--- src/rtl/song_autoplayer_pkg.sv ---
// Shared piano note codes, LED patterns and song ROM types for the autoplayer.
// The note codes match the keyboard decoder so playback looks like live key presses.
package song_autoplayer_pkg;

   localparam logic [3:0] NOTE_NONE = 4'd0;
   localparam logic [3:0] NOTE_C4   = 4'd1;
   localparam logic [3:0] NOTE_D    = 4'd2;
   localparam logic [3:0] NOTE_E    = 4'd3;
   localparam logic [3:0] NOTE_F    = 4'd4;
   localparam logic [3:0] NOTE_G    = 4'd5;

   localparam logic [7:0] LED_C4 = 8'b0000_0001;
   localparam logic [7:0] LED_D  = 8'b0000_0010;
   localparam logic [7:0] LED_E  = 8'b0000_0100;
   localparam logic [7:0] LED_F  = 8'b0000_1000;
   localparam logic [7:0] LED_G  = 8'b0001_0000;

   localparam int         SONG_LEN = 15;
   localparam logic [3:0] LAST_IDX = 4'(SONG_LEN - 1);

   typedef struct packed {
      logic [3:0] code;
      logic [2:0] dur;
   } song_entry_t;

   function automatic logic [7:0] led_of(input logic [3:0] code);
      logic [7:0] pattern;
      case (code)
         NOTE_C4: pattern = LED_C4;
         NOTE_D:  pattern = LED_D;
         NOTE_E:  pattern = LED_E;
         NOTE_F:  pattern = LED_F;
         NOTE_G:  pattern = LED_G;
         default: pattern = 8'b0000_0000;
      endcase
      return pattern;
   endfunction

endpackage

--- src/rtl/song_autoplayer_song_rom.sv ---
// Combinational song table: first phrase of Ode to Joy as {note code, duration in half-beats}.
// Swap this module to play a different tune.
module song_rom
   import song_autoplayer_pkg::*;
(
   input  logic [3:0]  idx,
   output song_entry_t entry
);

   // Index to {code, dur} lookup; out-of-range indices return a silent one-tick entry.
   always_comb begin
      entry = '{code: NOTE_NONE, dur: 3'd1};
      case (idx)
         4'd0:    entry = '{code: NOTE_E,  dur: 3'd2};
         4'd1:    entry = '{code: NOTE_E,  dur: 3'd2};
         4'd2:    entry = '{code: NOTE_F,  dur: 3'd2};
         4'd3:    entry = '{code: NOTE_G,  dur: 3'd2};
         4'd4:    entry = '{code: NOTE_G,  dur: 3'd2};
         4'd5:    entry = '{code: NOTE_F,  dur: 3'd2};
         4'd6:    entry = '{code: NOTE_E,  dur: 3'd2};
         4'd7:    entry = '{code: NOTE_D,  dur: 3'd2};
         4'd8:    entry = '{code: NOTE_C4, dur: 3'd2};
         4'd9:    entry = '{code: NOTE_C4, dur: 3'd2};
         4'd10:   entry = '{code: NOTE_D,  dur: 3'd2};
         4'd11:   entry = '{code: NOTE_E,  dur: 3'd2};
         4'd12:   entry = '{code: NOTE_E,  dur: 3'd3};
         4'd13:   entry = '{code: NOTE_D,  dur: 3'd1};
         4'd14:   entry = '{code: NOTE_D,  dur: 3'd4};
         default: entry = '{code: NOTE_NONE, dur: 3'd1};
      endcase
   end

endmodule

--- src/rtl/song_autoplayer.sv ---
// Ode to Joy autoplayer: drives the shared note bus and LEDs like a player pressing keys,
// with a short silent gap closing every note so repeated notes read as separate presses.
module song_autoplayer
   import song_autoplayer_pkg::*;
#(
   parameter int TICK_DIV   = 12500000,
   parameter int GAP_CYCLES = 1250000,
   parameter int CNT_W      = 32
)(
   input  logic       CLK,
   input  logic       RESET_N,
   input  logic       START,
   input  logic       STOP,
   input  logic       LOOP,
   output logic [3:0] note,
   output logic [7:0] Led,
   output logic       PLAYING,
   output logic       DONE,
   output logic [3:0] idx
);

   typedef enum logic [1:0] {
      IDLE  = 2'd0,
      SOUND = 2'd1,
      GAP   = 2'd2
   } state_t;

   localparam logic [CNT_W-1:0] GAP_LAST = CNT_W'(GAP_CYCLES - 1);

   state_t             state;
   logic [CNT_W-1:0]   cnt;
   logic [CNT_W-1:0]   sound_last;
   logic [3:0]         next_idx;
   song_entry_t        cur_entry;
   song_entry_t        next_entry;

   song_rom u_rom_cur  (.idx(idx),      .entry(cur_entry));
   song_rom u_rom_next (.idx(next_idx), .entry(next_entry));

   assign next_idx = (idx == LAST_IDX) ? 4'd0 : idx + 4'd1;

   // Last count of the sounded part of the current entry: dur*TICK_DIV - GAP_CYCLES - 1.
   always_comb begin
      sound_last = CNT_W'(cur_entry.dur) * CNT_W'(TICK_DIV) - CNT_W'(GAP_CYCLES) - CNT_W'(1);
   end

   // Playback FSM; outputs are updated on the same edge as the state they describe.
   always_ff @(posedge CLK or negedge RESET_N) begin
      if (!RESET_N) begin
         state   <= IDLE;
         idx     <= 4'd0;
         cnt     <= '0;
         note    <= NOTE_NONE;
         Led     <= 8'b0000_0000;
         PLAYING <= 1'b0;
         DONE    <= 1'b0;
      end else begin
         DONE <= 1'b0;
         case (state)
            IDLE: begin
               if (START && !STOP) begin
                  state   <= SOUND;
                  idx     <= 4'd0;
                  cnt     <= '0;
                  note    <= cur_entry.code;
                  Led     <= led_of(cur_entry.code);
                  PLAYING <= 1'b1;
               end else begin
                  state   <= IDLE;
                  idx     <= 4'd0;
                  cnt     <= '0;
                  note    <= NOTE_NONE;
                  Led     <= 8'b0000_0000;
                  PLAYING <= 1'b0;
               end
            end
            SOUND: begin
               if (STOP) begin
                  state   <= IDLE;
                  idx     <= 4'd0;
                  cnt     <= '0;
                  note    <= NOTE_NONE;
                  Led     <= 8'b0000_0000;
                  PLAYING <= 1'b0;
               end else if (cnt == sound_last) begin
                  state <= GAP;
                  cnt   <= '0;
                  note  <= NOTE_NONE;
                  Led   <= 8'b0000_0000;
               end else begin
                  cnt <= cnt + CNT_W'(1);
               end
            end
            GAP: begin
               // STOP wins even over the final-note completion, so no DONE follows an abort.
               if (STOP) begin
                  state   <= IDLE;
                  idx     <= 4'd0;
                  cnt     <= '0;
                  note    <= NOTE_NONE;
                  Led     <= 8'b0000_0000;
                  PLAYING <= 1'b0;
               end else if (cnt == GAP_LAST) begin
                  cnt <= '0;
                  if ((idx != LAST_IDX) || LOOP) begin
                     state <= SOUND;
                     idx   <= next_idx;
                     note  <= next_entry.code;
                     Led   <= led_of(next_entry.code);
                  end else begin
                     state   <= IDLE;
                     idx     <= 4'd0;
                     PLAYING <= 1'b0;
                     DONE    <= 1'b1;
                  end
               end else begin
                  cnt <= cnt + CNT_W'(1);
               end
            end
            default: begin
               state   <= IDLE;
               idx     <= 4'd0;
               cnt     <= '0;
               note    <= NOTE_NONE;
               Led     <= 8'b0000_0000;
               PLAYING <= 1'b0;
            end
         endcase
      end
   end

endmodule

--- config.mk ---
export PLATFORM = sky130hd
export DESIGN_NAME = song_autoplayer
export DESIGN_NICKNAME = d
export VERILOG_FILES = /design/src/rtl/song_autoplayer_pkg.sv /design/src/rtl/song_autoplayer_song_rom.sv /design/src/rtl/song_autoplayer.sv
export SDC_FILE = /design/constraint.sdc
export NUM_CORES = 1
export LEC_CHECK = 0
export ABC_CLOCK_PERIOD_IN_PS = 16300
export CAP_MARGIN = 15
export CORE_UTILIZATION = 62
export CTS_BUF_LIST = sky130_fd_sc_hd__clkbuf_4 sky130_fd_sc_hd__clkbuf_8
export DETAILED_ROUTE_END_ITERATION = 10
export PLACE_DENSITY_LB_ADDON = 0.15
export SLEW_MARGIN = 20
export SYNTH_ARGS = -nofsm -noshare
export SYNTH_HDL_FRONTEND = slang
export SYNTH_SLANG_ARGS = --single-unit
--- constraint.sdc ---
create_clock -name CLK -period 16.3 [get_ports CLK]
set_input_delay 3.26 -clock CLK [delete_from_list [all_inputs] [get_ports CLK]]
set_output_delay 3.26 -clock CLK [all_outputs]
set_load 0.02 [all_outputs]
==> results of run 1 <==
power breakdown:
part           leakage [uW]  total, uW  internal, uW  switching (uW)
clock network     0.0000687        104          61.8            42.6
registers          0.000667        121           120           0.921
logic               0.00140       12.9          4.40            8.53
sequential cells by signal (all words and copies together), names as in the netlist:
register,flops
PLAYING,1
cnt,32
DONE,1
idx,4
note,3
Led,5
state,2
cell families after synthesis:
kind of cell | Yosys count | synth area share [%]
other | 1 | 0.0737
and+or+nand+nor | 274 | 28.9
xor gates and xnor gates | 70 | 13.2
AOI/OAI and AO/OA | 156 | 22.2
buffers and inverters | 63 | 5.85
muxes | 3 | 0.639
DFF | 48 | 23.6
adders and majority gates | 21 | 5.61
cell usage in the layout, fill, tap and decap left out, drive strengths merged, types with 6 or more instances in the layout:
cell / count
nor3: 19
o21ai: 32
o211ai: 11
or2: 6
a21oi: 25
and2: 9
clkdlybuf4s50: 17
and3: 13
nand2: 51
o31ai: 11
nor4: 6
inv: 25
nand3: 34
or3: 8
a31oi: 11
xor2: 31
ha: 18
nor2: 69
or4: 13
nand4: 14
a21o: 10
nand2b: 7
dfrtp: 48
xnor2: 35
through the flow:
step                      hold WS (ps)  setup WS [ps]  util, %  power, uW  instances
final                              488           8680     68.3        238        732
after global routing               522           8230     68.3        245        732
after detailed placement           475           8830     66.6        136        724
after floorplan                    444          10020        -        131        639
after global placement             472           9050     66.6        136        724
after CTS                          489           8810     68.3        239        732
cell type report:
cell class	count	area share [%]
Clock buffer	5	1.28
Tap cell	102	2.38
Inverter	24	1.68
Timing Repair Buffer	22	3.83
Clock inverter	3	1.28
Multi-Input combinational cell	528	67.1
Sequential cell	48	22.4
worst paths after layout:
path,cells past startpoint,from,endpoint,slack (ps)
worst max-delay path,19,idx[3]$_DFFE_PN0P_,cnt[25]$_DFF_PN0_,8680
worst min-delay path,1,cnt[0]$_DFF_PN0_,cnt[0]$_DFF_PN0_,490
worst max register to register,19,idx[3]$_DFFE_PN0P_,cnt[25]$_DFF_PN0_,8680
worst min register to register,1,cnt[0]$_DFF_PN0_,cnt[0]$_DFF_PN0_,490
max in group asynchronous,2,RESET_N,state[1]$_DFFE_PN0P_,12810
min in group asynchronous,2,RESET_N,idx[2]$_DFFE_PN0P_,3050
Yosys cell counts, drive strengths merged (4+ instances only):
library cell / instances
o21ai: 32
nor2b: 5
clkbuf: 19
nand2: 51
nor2: 69
xor2: 31
or4: 13
a21o: 10
nand3: 34
or3: 8
nand4: 14
ha: 18
a31oi: 11
o21a: 4
a2111oi: 4
nand2b: 7
buf: 20
inv: 24
nor4: 6
or2: 6
and2: 9
dfrtp: 48
a21oi: 25
o211ai: 11
o31ai: 11
xnor2: 35
a22oi: 5
nor3: 19
and3: 13
per-layer routing:
metal  wire, um  share of wire [%]  vias up
li1           -                  -     2313
met1       6010                 45     2293
met2       6070                 46      222
met3       1030                7.8       20
met4        148                1.1        0
met5          0                  0        -
==> results.sh, run 1 <==
export IMPL_status="finished clean"
export IMPL_path_max_fanout=32
export IMPL_cts_buffer_depth=2
export IMPL_grt_pass1_vias=4484
export IMPL_finClkSkew_ps=12.6
export IMPL_yosys_top_cells_area="dfrtp_1 24%, xnor2_1 6.0%, xor2_1 5.3%"
export IMPL_synth_seq_area_share_pct=23.6
export IMPL_synth_enable_flop_cells=0
export IMPL_worst_path_buf_inv=3
export IMPL_cts_root_buf="clkbuf_8"
export IMPL_antenna_left=0
export IMPL_clk_pin_slew_ps=90
export IMPL_core_area_sq_mm=0.00785
export IMPL_crit_arrival_ps=7760
export IMPL_finalHoldViolCount=0
export IMPL_die_area_sq_mm=0.00857
export IMPL_layout_nets=655
export IMPL_antenna_found_initial=0
export IMPL_io_buffers=18
export IMPL_wl_per_cell_um=18.1
export IMPL_async_reset_ff_share_pct=100
export IMPL_max_freq_mhz=131
export IMPL_period_needed_ps=7620
export IMPL_track_usage_pct=31.4
export IMPL_antenna_cells=0
export IMPL_post_route_drc_count=0
export IMPL_max_slew_worst_pin_slew_ps=1120
export IMPL_synth_cells=636
export IMPL_grt_busiest_layer="met2"
export IMPL_postSynthAreaPerCell_sq_um=8.00
export IMPL_wirelength_mm=13.3
export IMPL_multi_input_area_sq_mm=0.00360
export IMPL_placed_area_sq_mm=0.00522
export IMPL_cp_required_ps=16440
export IMPL_synth_top_area_cell="dfrtp_1"
export IMPL_grtUsageMet1_pct=43.2
export IMPL_final_setup_viol_count=0
export IMPL_syn_cell_area_sq_mm=0.00509
export IMPL_dieWidth_um=92.6
export IMPL_ctsHoldBuffers=0
export IMPL_synthFlopType="dfrtp_1"
export IMPL_fin_setup_tns_ps=0
export IMPL_clk_insertion_delay_late_ps=300
export IMPL_yosys_warnings=0
export IMPL_drv_slew=0
export IMPL_pin_count=23
export IMPL_synth_top_area_share_pct=23.6
export IMPL_drtIter0Drc=386
export IMPL_rsz0062_at_grt="no"
export IMPL_firstDrtPassIters=6
export IMPL_drive_gt1_share_pct=8.41
export IMPL_grt_max_degree=49
export IMPL_start_util_pct=64.8
export IMPL_leakage_uw=0.00213
export IMPL_vias=4848
export IMPL_synthDistinctLibCells=88
export IMPL_viasPerCell=6.62
export IMPL_crit_path_frequent_cell="inv_1"
export IMPL_grt_overflow_total=0
export IMPL_cts_max_level=2
export IMPL_numCtsBuffers=5
export IMPL_globalRouteMet3Util_pct=5.75
export IMPL_post_route_cell_area_sq_mm=0.00536
export IMPL_path_cells="and2_0 > and2_1 > inv_1 > fa_1 > inv_1 > ha_1 > inv_1 > fa_1 > xor2_1 > a2111oi_1 > nor2_1 > or4_1 > a21oi_1 > o211ai_1 > a2111oi_4 > xnor3_1 > or4_4 > o211ai_4 > nor2_1"
export IMPL_fill_cells=682
export IMPL_gp_congestion=0.945
export IMPL_post_cts_buffers=0
export IMPL_path_class="reg2reg"
export IMPL_drv_cap=0
export IMPL_cp_slowest_stage_delay_ps=910
export IMPL_area_delta_synth_final_pct=5.39
export IMPL_cts_resized=0
export IMPL_cts_sinks=48
export IMPL_rows=32
export IMPL_slew_headroom_pct=24.7
export IMPL_met2_usage_pct=51.8
export IMPL_slowest_stage="o211ai_4"
export IMPL_cts_tree="done"
export IMPL_startpoint_type="flop"
export IMPL_ir_worst_vdd_v=0.0000462
export IMPL_ys_seq_elements=48
export IMPL_path_delay_family="simple AND/OR/NAND/NOR gates"
export IMPL_power_density_mw_per_mm2=44.4
export IMPL_post_route_period_util_pct=46.7
export IMPL_die_height_um=92.6
export IMPL_grt_pass1_wl_mm=21.6
export IMPL_dp_final_hpwl_mm=9.74
export IMPL_end_kind="flop"
export IMPL_seq_area_sq_mm=0.00120
export IMPL_hp_class="reg2reg"
Note: power is estimated with default switching activity, not from simulation.
==> inputs of run 2 (changes only) <==
--- a/config.mk
+++ b/config.mk
@@ -5,9 +5,9 @@
 export SDC_FILE = /design/constraint.sdc
 export NUM_CORES = 1
 export LEC_CHECK = 0
-export ABC_CLOCK_PERIOD_IN_PS = 16300
+export ABC_CLOCK_PERIOD_IN_PS = 6450
 export CAP_MARGIN = 15
-export CORE_UTILIZATION = 62
+export CORE_UTILIZATION = 58
 export CTS_BUF_LIST = sky130_fd_sc_hd__clkbuf_4 sky130_fd_sc_hd__clkbuf_8
 export DETAILED_ROUTE_END_ITERATION = 10
 export PLACE_DENSITY_LB_ADDON = 0.15
==> constraint.sdc (replaced) <==
create_clock -name CLK -period 6.45 [get_ports CLK]
set_input_delay 1.29 -clock CLK [delete_from_list [all_inputs] [get_ports CLK]]
set_output_delay 1.29 -clock CLK [all_outputs]
set_load 0.02 [all_outputs]
==> results.sh, run 2 (synthesized netlist as in run 1, its figures left out) <==
export IMPL_status="finished clean"
export IMPL_ir_worst_vdd_v=0.0000988
export IMPL_power_density_mw_per_mm2=103
export IMPL_end_kind="flop"
export IMPL_drtIter0Drc=354
export IMPL_gp_congestion=1.02
export IMPL_finalHoldViolCount=0
export IMPL_drt_met1_wl_mm=5.99
export IMPL_grt_pass1_vias=4396
export IMPL_final_setup_viol_count=0
export IMPL_largest_reg_flops=32
export IMPL_pin_count=23
export IMPL_final_cell_mix="51 x nand2_1, 49 x nor2_1, 48 x dfrtp_1"
export IMPL_startpoint="idx[2]$_DFFE_PN0P_"
export IMPL_grt_overflow_total=0
export IMPL_path_class="reg2reg"
export IMPL_cts_max_level=2
export IMPL_final_cells=749
export IMPL_regMostFlops="cnt"
export IMPL_hp_class="reg2reg"
export IMPL_grt_pass1_wl_mm=21.2
export IMPL_die_height_um=95.7
export IMPL_cts_tree="done"
export IMPL_path_max_fanout=32
export IMPL_path_depth=21
export IMPL_hp_start="cnt[0]$_DFF_PN0_"
export IMPL_cts_sinks=48
export IMPL_startpoint_type="flop"
export IMPL_antenna_found_initial=0
export IMPL_holdPathStages=1
export IMPL_worst_path_buf_inv=5
export IMPL_r2r_cells=21
export IMPL_path_cells="and2_0 > o21ai_0 > inv_1 > fa_1 > inv_1 > ha_1 > inv_1 > fa_1 > o21bai_2 > a21oi_2 > xnor2_1 > buf_4 > or4_1 > a31oi_1 > o211ai_1 > a2111oi_4 > xnor3_1 > or4_4 > o211ai_4 > clkbuf_8 > nor2_1"
export IMPL_slew_headroom_pct=41.8
export IMPL_fin_setup_tns_ps=0
export IMPL_max_slew_worst_pin_slew_ps=873
export IMPL_crit_path_frequent_cell="inv_1"
export IMPL_dp_final_hpwl_mm=9.83
export IMPL_drive_gt1_share_pct=11.0
export IMPL_antenna_cells=0
export IMPL_dp_cells=741
export IMPL_viasPerCell=6.41
export IMPL_area_delta_synth_final_pct=8.09
export IMPL_cts_buffer_depth=2
export IMPL_firstDrtPassIters=5
export IMPL_wl_met3_um=875
export IMPL_cp_slowest_stage_delay_ps=560
export IMPL_antenna_left=0
export IMPL_multi_input_area_sq_mm=0.00364
export IMPL_die_area_sq_mm=0.00915
export IMPL_grt_max_degree=49
export IMPL_vias=4804
export IMPL_slowest_stage="fa_1"
export IMPL_crit_arrival_ps=6230
export IMPL_rr_startpoint="idx[2]$_DFFE_PN0P_"
export IMPL_post_route_cell_area_sq_mm=0.00550
export IMPL_layout_nets=669
export IMPL_fin_util_pct=65.9
export IMPL_ctsHoldBuffers=0
export IMPL_drv_slew=0
export IMPL_post_route_drc_count=0
export IMPL_period_needed_ps=6040
export IMPL_dieWidth_um=95.7
export IMPL_start_util_pct=61.0
export IMPL_layout_commonest_cell="nand2_1"
export IMPL_fill_cells=726
export IMPL_wirelength_mm=13.1
export IMPL_drv_cap=0
export IMPL_placed_area_sq_mm=0.00533
export IMPL_track_usage_pct=30.0
export IMPL_top_regs="cnt (32), Led (5), idx (4)"
export IMPL_leakage_uw=0.00221
export IMPL_rows=33
export IMPL_dr_max_layer_used="met4"
export IMPL_path_delay_family="compound AO/OA/AOI/OAI gates"
export IMPL_io_buffers=18
export IMPL_post_route_period_util_pct=93.7
export IMPL_numCtsBuffers=5
export IMPL_finClkSkew_ps=7.77
export IMPL_clk_insertion_delay_late_ps=310
export IMPL_wl_per_cell_um=17.5
export IMPL_cts_root_buf="clkbuf_8"
export IMPL_core_area_sq_mm=0.00834
export IMPL_wl_met2_mm=6.08
export IMPL_clk_pin_slew_ps=100
export IMPL_max_freq_mhz=166
export IMPL_power_total_uw=565
export IMPL_cp_required_ps=6640
export IMPL_seq_area_sq_mm=0.00120
==> run 2: changes by cell type in the layout (fill, tap and decap cells not counted), sizes merged <==
cell,before,now
buf,5,18
bufinv,2,1
clkbuf,5,6
clkinvlp,0,1
==> run 2: final timing paths <==
| path | end | slack [ps] |
|---|---|---|
| worst max register to register | cnt[15]$_DFF_PN0_ | 410 |
| max in group asynchronous | cnt[21]$_DFF_PN0_ | 4950 |
| worst max-delay path | cnt[15]$_DFF_PN0_ | 410 |
| worst min register to register | cnt[0]$_DFF_PN0_ | 480 |
| min in group asynchronous | idx[1]$_DFFE_PN0P_ | 1060 |
| worst min-delay path | cnt[0]$_DFF_PN0_ | 480 |
==> run 2: area by class of cell <==
cell class / instances / area share [%]
Inverter: 24 / 1.64
Multi-Input combinational cell: 528 / 66.3
Clock buffer: 5 / 1.25
Timing Repair Buffer: 36 / 5.76
Sequential cell: 48 / 21.8
Clock inverter: 3 / 0.842
Tap cell: 105 / 2.39
==> run 2: report_power, final <==
| group | internal (uW) | leakage (uW) | total [uW] | switching [uW] |
|---|---|---|---|---|
| Combinational | 11.4 | 0.00149 | 32.8 | 21.4 |
| Sequential | 303 | 0.000667 | 305 | 2.25 |
| Clock | 117 | 0.0000548 | 226 | 110 |
==> run 2: timing repair <==
action / 4_1_cts / 5_1_grt
gates resized for setup: 0 / 8
buffers inserted: 0 / 0
endpoints found under the setup margin: 0 / 41
==> run 2: per-layer routing <==
metal  track usage [%]  vias to the layer above
met5                 0                        -
met4              8.46                        0
met3              4.63                       26
met2              47.0                      169
met1              42.6                     2271
li1                  -                     2338
==> run 2: stage by stage <==
step / hold WS, ps / setup WS, ps
3_5_place_dp: 471 / 114
5_1_grt: 499 / -4.14
6_report: 481 / 408
3_3_place_gp: 470 / 423
4_1_cts: 484 / 103
2_1_floorplan: 444 / 168
